File: src/rtl/periph_handshake_rx_pkg.sv
// Shared handshake definitions: FSM state encoding and the data width
// common to the CPU-side FSM and this peripheral-side responder.
package periph_handshake_rx_pkg;

  localparam int HS_DATA_W = 2;

  typedef enum logic [1:0] {
    IDLE = 2'b00,
    PROC = 2'b01,
    ACK  = 2'b10
  } hs_state_t;

endpackage

File: src/rtl/periph_handshake_rx_sync_bit.sv
// Multi-flop synchroniser for a single asynchronous level (the CPU send strobe).
module sync_bit #(
  parameter int STAGES = 2
) (
  input  logic clk1,
  input  logic rst1,
  input  logic d,
  output logic q
);

  logic [STAGES-1:0] chain;

  // Shift the raw level through the flop chain; the last stage is the safe copy.
  always_ff @(posedge clk1) begin
    // NOTE: rst1 is synchronous; it is only seen on the clock edge and wins over the shift.
    if (rst1) begin
      chain <= '0;
    end else begin
      chain <= {chain[STAGES-2:0], d};
    end
  end

  assign q = chain[STAGES-1];

endmodule

File: src/rtl/periph_handshake_rx.sv
// Peripheral-side responder for the 4-phase send/ack handshake.
// Captures dado when the synchronised send is seen in IDLE, waits a fixed
// processing time, then holds ack high until send is seen low again.
module periph_handshake_rx
  import periph_handshake_rx_pkg::*;
#(
  parameter int DATA_W      = HS_DATA_W,
  parameter int SYNC_STAGES = 2,
  parameter int PROC_CYCLES = 3,
  parameter int CNT_W       = 8
) (
  input  logic              clk1,
  input  logic              rst1,
  input  logic              send,
  input  logic [DATA_W-1:0] dado,
  output logic              ack,
  output logic [DATA_W-1:0] dado_rx,
  output logic              rx_valid,
  output logic [CNT_W-1:0]  rx_count
);

  // Down-counter just wide enough to hold PROC_CYCLES-1.
  localparam int PCW = (PROC_CYCLES > 1) ? $clog2(PROC_CYCLES) : 1;
  localparam logic [PCW-1:0] PROC_LOAD = PCW'(PROC_CYCLES - 1);

  hs_state_t      state_q, state_d;
  logic [PCW-1:0] proc_cnt_q, proc_cnt_d;
  logic           send_s;
  logic           capture;
  logic           ack_d;

  sync_bit #(
    .STAGES (SYNC_STAGES)
  ) u_send_sync (
    .clk1 (clk1),
    .rst1 (rst1),
    .d    (send),
    .q    (send_s)
  );

  // Next-state, processing counter and capture strobe; decisions use send_s only.
  always_comb begin
    // NOTE: every output of this block gets a default first so no path infers a latch.
    state_d    = state_q;
    proc_cnt_d = proc_cnt_q;
    capture    = 1'b0;
    case (state_q)
      IDLE: begin
        if (send_s) begin
          state_d    = PROC;
          capture    = 1'b1;
          proc_cnt_d = PROC_LOAD;
        end
      end
      PROC: begin
        if (proc_cnt_q != '0) begin
          proc_cnt_d = proc_cnt_q - PCW'(1);
        end else begin
          state_d = ACK;
        end
      end
      ACK: begin
        if (!send_s) begin
          state_d = IDLE;
        end
      end
      default: begin
        state_d = IDLE;
      end
    endcase
    // ack is a registered copy of "next state is ACK", so it never glitches.
    ack_d = (state_d == ACK);
  end

  // State register and processing counter.
  always_ff @(posedge clk1) begin
    if (rst1) begin
      state_q    <= IDLE;
      proc_cnt_q <= '0;
    end else begin
      state_q    <= state_d;
      proc_cnt_q <= proc_cnt_d;
    end
  end

  // Registered outputs: ack, captured word, one-cycle valid pulse, word count.
  always_ff @(posedge clk1) begin
    if (rst1) begin
      ack      <= 1'b0;
      dado_rx  <= '0;
      rx_valid <= 1'b0;
      rx_count <= '0;
    end else begin
      ack      <= ack_d;
      rx_valid <= capture;
      if (capture) begin
        dado_rx  <= dado;
        rx_count <= rx_count + CNT_W'(1);
      end
    end
  end

endmodule

File: config.mk
export PLATFORM = sky130hd
export DESIGN_NAME = periph_handshake_rx
export DESIGN_NICKNAME = d
export VERILOG_FILES = /design/src/rtl/periph_handshake_rx_pkg.sv /design/src/rtl/periph_handshake_rx_sync_bit.sv /design/src/rtl/periph_handshake_rx.sv
export SDC_FILE = /design/constraint.sdc
export NUM_CORES = 1
export LEC_CHECK = 0
export ABC_AREA = 1
export CAP_MARGIN = 5
export CORE_MARGIN = 4
export CORE_UTILIZATION = 50
export CTS_BUF_LIST = sky130_fd_sc_hd__clkbuf_4 sky130_fd_sc_hd__clkbuf_8
export DETAILED_ROUTE_END_ITERATION = 7
export GPL_ROUTABILITY_DRIVEN = 1
export HOLD_SLACK_MARGIN = 0.05
export PLACE_DENSITY = 0.83
export SETUP_SLACK_MARGIN = 0.2
export SLEW_MARGIN = 25
export SYNTH_ARGS = -nofsm -noshare
export SYNTH_HDL_FRONTEND = slang
export SYNTH_SLANG_ARGS = --single-unit
File: constraint.sdc
create_clock -name clk1 -period 1.51 [get_ports clk1]
set_input_delay 0.302 -clock clk1 [delete_from_list [all_inputs] [get_ports clk1]]
set_output_delay 0.302 -clock clk1 [all_outputs]
set_load 0.03 [all_outputs]
# --- Word-level counts from Yosys, hierarchy flattened ---
# Index checks and enable logic that the tools add are counted.
totals:
  romBits: 0
  regBits: 18
  mem_bits_rw: 0
  mem_count: 0
  output_inout_bits: 12
  latch_bits: 0
  elab_cells: 27
op_classes:
  n_eq_ne: 5
  add_sub_neg: 2
  n_shift: 0
  bitwise: 0
  reduce_logical: 4
  div: 0
  order_cmp: 0
  muxes: 9
  multipliers: 0
op_table:
  columns: ["op", "count"]
  rows:
  - ["two-way mux 2 bit", 5]
  - ["adder 8 x 1 -> 8 bit (second input constant)", 1]
  - ["case mux 2 bit (3 select lines)", 1]
  - ["== test 2 bit (second input constant)", 2]
  - ["case mux 2 bit (2 select lines)", 1]
  - ["nonzero test 2 bit", 2]
  - ["AND reduction 3 bit", 1]
  - ["== test 2 x 1 -> 1 bit (second input constant)", 1]
  - ["logical NOT 2 bit", 1]
  - ["two-way mux 1 bit", 2]
  - ["!= test 2 x 1 -> 1 bit (second input constant)", 1]
  - ["!= test 2 bit (second input constant)", 1]
  - ["subtractor 2 x 1 -> 2 bit (second input constant)", 1]

# --- Depth between registers and ports, before layout ---
# Gate-level depths: netlist of the first run.
depth:
  depth_word: 4
  depth_mapped: 7
  depth_no_buf: 7

# --- Cells and area by module ---
# A second synthesis of the first run with hierarchy kept.
hier_totals:
  hier_cells: 107
  hier_area_um2: 769.5
by_module_without_submodules:
  columns: ["mod", "cells_each", "area_per_inst_um2", "instances"]
  rows:
  - ["periph_handshake_rx", 101, 714.4, 1]
  - ["sync_bit", 6, 55.1, 1]

# --- Worst setup path before layout of the first run ---
# No wires, ideal clock.
synth_path:
  kind: "reg-to-reg"
  startpoint: "reg rx_count[0]"
  endpoint: "reg rx_count[6]"
  path_slack_ps: 191
  synth_period_minus_slack_ps: 1319
  required_ps: 1397
  arrival_time_ps: 1205
  path_buffers: 0
  stages_incl_launch_ff: 7
  path_cell_list: "dfxtp_1 -> ha_1 -> nand3_1 -> nor2_1 -> nand2_1 -> nand2_1 -> nor2_1"
synth_via:
  elab_chain_cells: 1
synth_lines:
  columns: ["element", "line", "text"]
  rows:
  - ["start, declared", "periph_handshake_rx.sv:19", "output logic [CNT_W-1:0] rx_count"]
  - ["start signal, assigned", "periph_handshake_rx.sv:98", "rx_count <= rx_count + CNT_W'(1);"]
  - ["adder 8 x 1 -> 8 bit", "periph_handshake_rx.sv:98", null]
# Every way passes these cells.
# A chain may end at the register's enable or synchronous reset.

# --- Final worst setup path of the first run ---
layout_path:
  startpoint: "reg rx_count[7]"
  endpoint: "out rx_count[7]"
# No word-level cell between the ends.

==> out/metrics.csv, run 1 <==
stage;metric;value;unit
grt;track_usage;0.162;
floorplanning;io-pin-count;17;
route;vias;678;
final_layout;syn2layout_area_growth;27.8;%
placement;hpwl;1.12;mm
placement;place_congestion;0.774;
placement;place_ws;0.136;ns
placement;port_buffers;16;
final_layout;final_nets;125;
logic_synthesis;synthCells;95;
cts;postCtsHoldBufs;0;
cts;cts_tree;done;
hold_path;min_path_type;register to register;
route;wl_met3;106;um
pwr;vdd_drop_max;0.000647;V
logic_synthesis;async_reset_ff_frac;0;
logic_synthesis;synthesis.area;747;sq um
grt;grt_max_degree;11;
sta;maxSlewViolCount;0;
final_layout;drive_gt1_frac;0.256;
logic_synthesis;synth_fp_nets;102;
hold_path;worstHoldStart;u_send_sync.chain[0]$_SDFF_PP0_;
logic_synthesis;syn_area_per_cell;7.86;sq um
sta;hold_viol;0;
critical_path;critPathArrivalTime;0.95;ns
sta;max_freq;0.797;GHz
logic_synthesis;yosysTopAreaCellShare;0.482;
sta;fin_skew;0.00642;ns
cts;clk_path_buf_depth;2;
critical_path;start_kind;register;
sta;hold_slack;0.427;ns
route;vias_per_cell;5.14;
route;first_pass_iters;4;
floorplanning;die_h;46.7;um
final_layout;antenna_cells;0;
critical_path;critPathMaxFanout;3;
route;post-route-drc-count;0;
sta;max_slew_margin;0.833;
grt;grt_pass1_wl;2.47;mm
logic_synthesis;ys.flop_type;dfxtp_1;
sta;finalCritPeriodShare;0.831;
critical_path;reg2reg_from;rx_count[1]$_SDFFE_PP0P_;
cts;h-tree-depth;1;
route;wl_met2;735;um
pwr;cellPowerDensity;913;nW/um^2
critical_path;endpoint_kind;output pin;
critical_path;crit_buf_inv;1;
critical_path;max_stage_delay;0.36;ns
pwr;total_power;0.000872;W
run;cap_violations;0;
floorplanning;start_util;0.553;
route;met1_length;631;um
cts;clock_latency;0.29;ns
run_status;outcome;completed;
logic_synthesis;synth_edf_count;0;
sta;min_period;1.26;ns
floorplanning;die_w;46.7;um
logic_synthesis;ys_warn_count;0;
route;ant_nets;0;
cts;clock_sinks;18;
critical_path;cp_data_required_time;1.21;ns
floorplanning;coreArea;1350;sq um
grt;overflow;0;
sta;setup_viol;0;
floorplanning;rows;13;
cts;postCtsSetupBuffers;0;
critical_path;crit_path_top_delay_cell;dfxtp_1;
logic_synthesis;seq_area_frac_synth;0.482;
route;finalWirelength;1.50;mm
sta;fin_setup_tns;0;ns
cts;root_buffer;clkbuf_4;
grt;antenna_found_initial;0;
logic_synthesis;yosys.area.top_type;dfxtp_1;
critical_path;cp-startpoint;rx_count[7]$_SDFFE_PP0P_;
logic_synthesis;synth_seq_cells;18;
route;drt_iter0_markers;7;
critical_path;crit_family;flip-flops;
critical_path;path_cells;clkdlybuf4s15_2;
pwr;cellLeakagePower;0.403;nW
final_layout;final_core_util;0.707;
route;post_drt_wl_per_cell;11.3;um
logic_synthesis;synth_common_cells;dfxtp_1 (18), nor2_1 (17), nand2_1 (14), a21oi_1 (9), inv_1 (9);
route;top_layer;met4;
cts;numCtsBuffers;3;
sta;tightest_slew;0.250;ns
logic_synthesis;synth.most_common_cell;dfxtp_1;
sta;setup_ws;0.255;ns
floorplanning;dieArea;2180;sq um
grt;grt_pass1_vias;618;
sta;rsz0062_at_grt;false;
critical_path;critPathKind;register to output pin;
logic_synthesis;synthTopCellsByArea;dfxtp_1 (48%), nor2_1 (8.5%), nand2_1 (7.0%);
logic_synthesis;ys_types;21;
cts;path_clk_slew;0.10;ns
## logic make-up (layout without fill, tap and decap cells)
kind of cell / Yosys count / count (layout) / share of synthesized area
AOI/OAI and AO/OA: 14 / 14 / 0.0988
and+or+nand+nor: 48 / 48 / 0.308
DFF: 18 / 18 / 0.482
buffers and inverters: 12 / 34 / 0.0653
adders and majority gates: 2 / 2 / 0.0335
xor gates and xnor gates: 1 / 1 / 0.0117
## flip-flops by register name (all words and copies together) (netlist names)
name,cells
ack,1
dado_rx,2
proc_cnt_q,2
rx_count,8
rx_valid,1
state_q,2
u_send_sync.chain,2
## report_power, final
group | switching [W] | internal [W] | total, W
Clock | 0.000146 | 0.000147 | 0.000293
Sequential | 0.0000104 | 0.000488 | 0.000498
Combinational | 0.0000484 | 0.0000325 | 0.0000808
Total | 0.000205 | 0.000667 | 0.000872
## cells in the final DEF, fill, tap and decap left out
cell / synthesis / layout
nand3_1: 8 / 8
nor3_1: 1 / 1
clkdlybuf4s50_1: 0 / 4
ha_1: 2 / 1
nand2_2: 1 / 1
a21oi_2: 1 / 1
inv_1: 9 / 9
buf_2: 1 / 4
inv_4: 1 / 1
clkdlybuf4s15_2: 0 / 5
dfxtp_2: 0 / 1
inv_2: 1 / 1
clkbuf_2: 0 / 3
nand4_1: 2 / 2
clkbuf_4: 0 / 3
nand2_1: 14 / 14
nor2_1: 17 / 17
nor2_4: 2 / 2
clkbuf_8: 0 / 1
o21ai_0: 3 / 3
a21oi_1: 9 / 9
o21ai_1: 1 / 1
ha_2: 0 / 1
dfxtp_1: 18 / 17
nand3_2: 1 / 1
nand2_4: 1 / 1
nor2_2: 1 / 1
buf_4: 0 / 3
xnor2_1: 1 / 1
## area by class of cell
type / instances / area, sq um
repair buffers: 19 / 154
well taps: 15 / 18.8
clock buffers: 4 / 36.3
flip-flops and latches: 18 / 362
multi-input cells: 65 / 340
inverters: 11 / 43.8
fillers: 111 / 395
## routing by layer
metal  global-route usage  vias to the layer above
met5                    0                        -
met4               0.0829                        0
met3               0.0469                        4
met2                0.288                       20
met1                0.169                      303
li1                     -                      351
## stage by stage
step	area, sq um	instances
after floorplan	748	95
after global placement	945	128
after detailed placement	945	128
after CTS	977	132
after global routing	955	132
final	955	132
## worst paths after layout
kind                                          end  slack (ns)  depth (start not counted)
setup / recovery                      rx_count[7]        0.25                          1
hold / removal    u_send_sync.chain[1]$_SDFF_PP0_        0.43                          2
setup reg to reg         rx_count[4]$_SDFFE_PP0P_        0.36                          5
hold reg to reg   u_send_sync.chain[1]$_SDFF_PP0_        0.43                          2
## what timing repair did
item	in CTS	in global routing
resized for setup	35	10
cloned	0	0
endpoints found under the setup margin	12	6
Power figures use the tool's default switching activity.
==> inputs of run 2 (changes only) <==
Clock period 1.51 ns to 1.3 ns, I/O delays scaled along.
==> run 2 against run 1 <==
Cell count grew 7.6%. Via count increased by 8.7%. Flip-flop and latch count is the same. Setup slack lost 0.10 ns. Wire length increased by 22%. Clock skew down 0.0049 ns. Die area unchanged. First-iteration DRC count grew 29%. Register-to-register slack worse by 0.21 ns. Design area is 15% higher. Critical path type is now register to register.
==> out/metrics.csv, run 2 (synthesis gave the netlist of run 1 again) <==
stage;metric;value;unit;change
route;vias_per_cell;5.19;;+1.0%
final_layout;nFillCells;90;;-19%
route;drt_iter0_markers;9;;+2
sta;tightest_slew;0.296;ns;+0.0462 ns
pwr;cellPowerDensity;950;nW/um^2;+4.0%
critical_path;cp_data_required_time;1.53;ns;+0.32 ns
grt;grt_pass1_wl;2.84;mm;+15%
critical_path;critPathMaxFanout;4;;+1
pwr;vdd_drop_max;0.000830;V;+28%
hold_path;min_path_type;register to register;;
cts;path_clk_slew;0.11;ns;about the same
floorplanning;rows;13;;unchanged
floorplanning;die_h;46.7;um;unchanged
pwr;p_clk_frac;0.340;;+0.004
floorplanning;die_w;46.7;um;unchanged
cts;root_buffer;clkbuf_4;;
sta;maxSlewViolCount;0;;unchanged
final_layout;syn2layout_area_growth;46.9;%;
critical_path;endpoint_kind;register;;
sta;setup_viol;0;;unchanged
pwr;p_seq_frac;0.548;;-0.023
floorplanning;io-pin-count;17;;unchanged
critical_path;start_kind;register;;
grt;grt_pass1_vias;688;;+11%
final_layout;drive_gt1_frac;0.465;;+0.208
pwr;intPower;0.000782;W;+17%
sta;hold_viol;0;;unchanged
final_layout;final_cell_mix;buf_4 (20), nor2_1 (16), nand2_1 (12);;
final_layout;final_nets;135;;+8.0%
grt;overflow;0;;unchanged
placement;place_congestion;0.729;;-5.8%
sta;rsz0062_at_grt;true;;
grt;grt_max_degree;11;;unchanged
route;ant_nets;0;;unchanged
sta;max_freq;0.873;GHz;
sta;fin_skew;0.00153;ns;-0.00489 ns
route;finalWirelength;1.83;mm;+22%
cts;postCtsHoldBufs;0;;unchanged
floorplanning;start_util;0.553;;unchanged
final_layout;final_core_util;0.813;;+0.106
critical_path;critPathArrivalTime;1.38;ns;+0.43 ns
final_layout;final_common_cell;buf_4;;
cts;numCtsBuffers;3;;unchanged
floorplanning;coreArea;1350;sq um;unchanged
sta;max_slew_margin;0.802;;-0.0309
placement;hpwl;1.07;mm;-3.7%
cts;h-tree-depth;1;;unchanged
route;post-route-drc-count;0;;unchanged
sta;min_period;1.15;ns;
route;vias;737;;+8.7%
route;first_pass_iters;4;;unchanged
sta;finalCritPeriodShare;0.881;;
pwr;cellLeakagePower;0.474;nW;+17%
pwr;pwr-share-comb;0.113;;+0.020
floorplanning;dieArea;2180;sq um;unchanged
cts;clock_latency;0.30;ns;about the same
cts;cts_tree;done;;
route;post_drt_wl_per_cell;12.9;um;+14%
final_layout;antenna_cells;0;;unchanged
placement;port_buffers;16;;unchanged
run_status;outcome;completed;;
run;cap_violations;0;;unchanged
critical_path;critPathKind;register to register;;
cts;clk_path_buf_depth;2;;unchanged
final_layout;fin_area;1100;sq um;+15%
sta;fin_setup_tns;0;ns;unchanged
pwr;switchingPower;0.000260;W;+27%
cts;clock_sinks;18;;unchanged
final_layout;regMostFlops;rx_count;;
grt;antenna_found_initial;0;;unchanged
pwr;total_power;0.00104;W;+20%
placement;placement.cell_area;930;sq um;-1.6%
pwr;p_sw_frac;0.250;;+0.0150
final_layout;largest_reg_flops;8;;unchanged
grt;track_usage;0.184;;+0.0219
-- run 2: cell count changes in the layout (fill, tap and decap cells not counted), sizes merged --
cell | previous run | this run
clkdlybuf4s15 | 5 | 0
clkbuf | 7 | 4
buf | 7 | 25
-- run 2: cell type report --
type | count | area [sq um] | share of cell area
well taps | 15 | 18.8 | 0.0171
clock buffers | 4 | 36.3 | 0.0331
repair buffers | 29 | 234 | 0.213
inverters | 11 | 43.8 | 0.0399
flip-flops and latches | 18 | 388 | 0.353
multi-input cells | 65 | 377 | 0.343
-- run 2: metrics by stage --
| step | hold slack, ns | std cells | setup slack (ns) |
|---|---|---|---|
| 2_1_floorplan | 0.367 | 95 | 0.186 |
| 3_3_place_gp | 0.391 | 127 | 0.0676 |
| 3_5_place_dp | 0.395 | 127 | 0.0549 |
| 4_1_cts | 0.410 | 137 | 0.162 |
| 5_1_grt | 0.440 | 142 | 0.0942 |
| 6_report | 0.409 | 142 | 0.155 |
-- run 2: layer usage --
layer	up-vias	GRT usage	routed length (um)
met1	341	0.192	731
met5	-	0	0
met3	7	0.0430	87
li1	371	-	-
met4	0	0.0829	48
met2	18	0.341	964
-- run 2: what timing repair did --
item                       4_1_cts  5_1_grt
setup endpoints to repair       13       15
gates resized for setup         35       20
setup buffers                    6        5
pin swaps                        1       10
-- run 2: power groups by stage --
stage / sequential, W / combinational (W) / clock (W)
after floorplan: 0.000605 / 0.0000443 / 0
after global placement: 0.000587 / 0.0000997 / 0
after detailed placement: 0.000588 / 0.000102 / 0
after CTS: 0.000571 / 0.000106 / 0.000354
after global routing: 0.000573 / 0.000129 / 0.000381
final: 0.000571 / 0.000118 / 0.000354
-- run 2: critical path: stages (launching register included) --
cell and delay [ns]:
dfxtp_4 0.36, buf_6 0.11, ha_4 0.15, nand3_2 0.07
xnor2_1 0.16, nand2_1 0.10, a21oi_2 0.14
-- run 2: path summary, 6_finish.rpt --
| path | from | to | slack [ns] | cells after the start |
|---|---|---|---|---|
| setup / recovery | rx_count[1]$_SDFFE_PP0P_ | rx_count[4]$_SDFFE_PP0P_ | 0.15 | 6 |
| hold / removal | u_send_sync.chain[0]$_SDFF_PP0_ | u_send_sync.chain[1]$_SDFF_PP0_ | 0.41 | 2 |
| setup reg to reg | rx_count[1]$_SDFFE_PP0P_ | rx_count[4]$_SDFFE_PP0P_ | 0.15 | 6 |
| hold reg to reg | u_send_sync.chain[0]$_SDFF_PP0_ | u_send_sync.chain[1]$_SDFF_PP0_ | 0.41 | 2 |
==> RTL edit, RTL diff (config.mk and constraints of run 2) <==
Encoding of `hs_state_t`: now one-hot (3 bits for 3 states).
--- a/src/rtl/periph_handshake_rx_pkg.sv
+++ b/src/rtl/periph_handshake_rx_pkg.sv
@@ -4,10 +4,10 @@
 
   localparam int HS_DATA_W = 2;
 
-  typedef enum logic [1:0] {
-    IDLE = 2'b00,
-    PROC = 2'b01,
-    ACK  = 2'b10
+  typedef enum logic [2:0] {
+    IDLE = 3'b001,
+    PROC = 3'b010,
+    ACK  = 3'b100
   } hs_state_t;
 
 endpackage
Function: same outputs for any inputs over 10 cycles, from zero or initial values and one cycle with rst1 high; not proved beyond that.
==> RTL edit against run 2 <==
Cell area up 15%; sequential share of layout area is 3.0 points lower; setup slack gained 0.00087 ns; area after synthesis increased by 10%; sequential cell count is 1 higher; synthesized cell count increased by 15%; first-iteration DRC count up 140%; wire length increased by 29%; critical endpoint unchanged; highest routed layer unchanged.
Power is not compared: it rests on default switching activity, and its combinational part moved more than twofold at a synthesized area within 25%.
==> RTL edit: results (changes against run 2) <==
* Post-synth cell types at 20 (was 21)
* Status: finished clean (unchanged)
* Top post-synthesis cells by area: dfxtp_1 (46%), nand2_1 (8.2%), nor2_1 (8.2%) (was dfxtp_1 (48%), nor2_1 (8.5%), nand2_1 (7.0%))
* Clock buffer depth at 2 (unchanged)
* Register area share after synthesis at 46.3% (was 48.2%)
* Synthesized Nets at 116 (was 102)
* DR pass1 iterations at 4 (unchanged)
* Final HPWL DP at 1190 um (was 1070 um)
* Multi-input logic area at 449 um2 (was 377 um2)
* Largest regs: rx_count (8), state_q (3)
* Cell Area, Placed at 1020 um2 (was 930 um2)
* Slew headroom at 77.4% (was 80.2%)
* Top post-synthesis cells by count: dfxtp_1 (19), nand2_1 (18), nor2_1 (18), inv_1 (15), nand3_1 (9) (was dfxtp_1 (18), nor2_1 (17), nand2_1 (14), a21oi_1 (9), inv_1 (9))
* Count of nets after finishing at 150 (was 135)
* GRT Total Usage at 16.5% (was 18.4%)
* Share of post-route cells with drive strength above 1 at 46.5% (about the same)
* Largest stage delay, worst path at 0.41 ns (was 0.36 ns)
* Iter 0 DRT Violations at 22 (was 9)
* Fillers at 82 (was 90)
* CP top delay family: flip-flops (unchanged)
* Vias in the first global route at 722 (was 688)
* Final Skew at 0.0113 ns (was 0.00153 ns)
* Total Wirelength at 2360 um (was 1830 um)
* First-pass GRT wire length at 3050 um (was 2840 um)
* Placer Congestion at 0.778 (was 0.729)
RTL edit: cell count changes after synthesis, moves of 2 or more:
cell / before / now
xor2_1: 0 / 2
nand2_1: 14 / 18
a21oi_1: 9 / 6
inv_1: 9 / 15
o21ai_0: 3 / 5
RTL edit: layout make-up:
class                   count  share of cell area (%)
multi-input cells          70                    35.5
clock buffers               4                    2.37
inverters                  17                    5.43
flip-flops and latches     19                    32.3
well taps                  16                    1.58
repair buffers             32                    22.8
RTL edit: kinds of logic (layout without fill, tap and decap cells):
family	Yosys count	count (layout)	synth area share, %
adder cells (fa/ha/maj)	2	2	3.04
AND/OR/NAND/NOR	54	54	30.4
buffers and inverters	20	53	10.3
flip-flops	19	19	46.3
AO/OA/AOI/OAI	12	12	7.76
XOR/XNOR	2	2	2.13
RTL edit: final timing paths:
path	slack, ns	from	cells past startpoint	end
worst max-delay path	0.16	rx_count[0]	7	rx_count[4]
worst min register to register	0.42	u_send_sync.chain[0]	2	u_send_sync.chain[1]
worst max register to register	0.16	rx_count[0]	7	rx_count[4]
worst min-delay path	0.42	u_send_sync.chain[0]	2	u_send_sync.chain[1]
RTL edit: layer usage:
| layer | vias to the layer above | wire, um | track usage (%) |
|---|---|---|---|
| met5 | - | 0 | 0 |
| met4 | 0 | 74 | 11.7 |
| met3 | 11 | 152 | 3.37 |
| met2 | 46 | 1230 | 26.5 |
| met1 | 404 | 900 | 19.3 |
| li1 | 414 | - | - |
RTL edit: metrics by stage:
stage	instances	setup slack (ns)	total power, mW
final	158	0.156	1.36
after global routing	158	0.0766	1.42
after CTS	152	0.136	1.26
after detailed placement	142	0.0246	0.920
after global placement	142	0.0375	0.909
after floorplan	109	0.147	0.843
RTL edit: timing repair:
item,CTS,global route
pin swaps,7,7
gates resized for setup,65,34
endpoints found under the setup margin,18,23
setup buffers,6,6
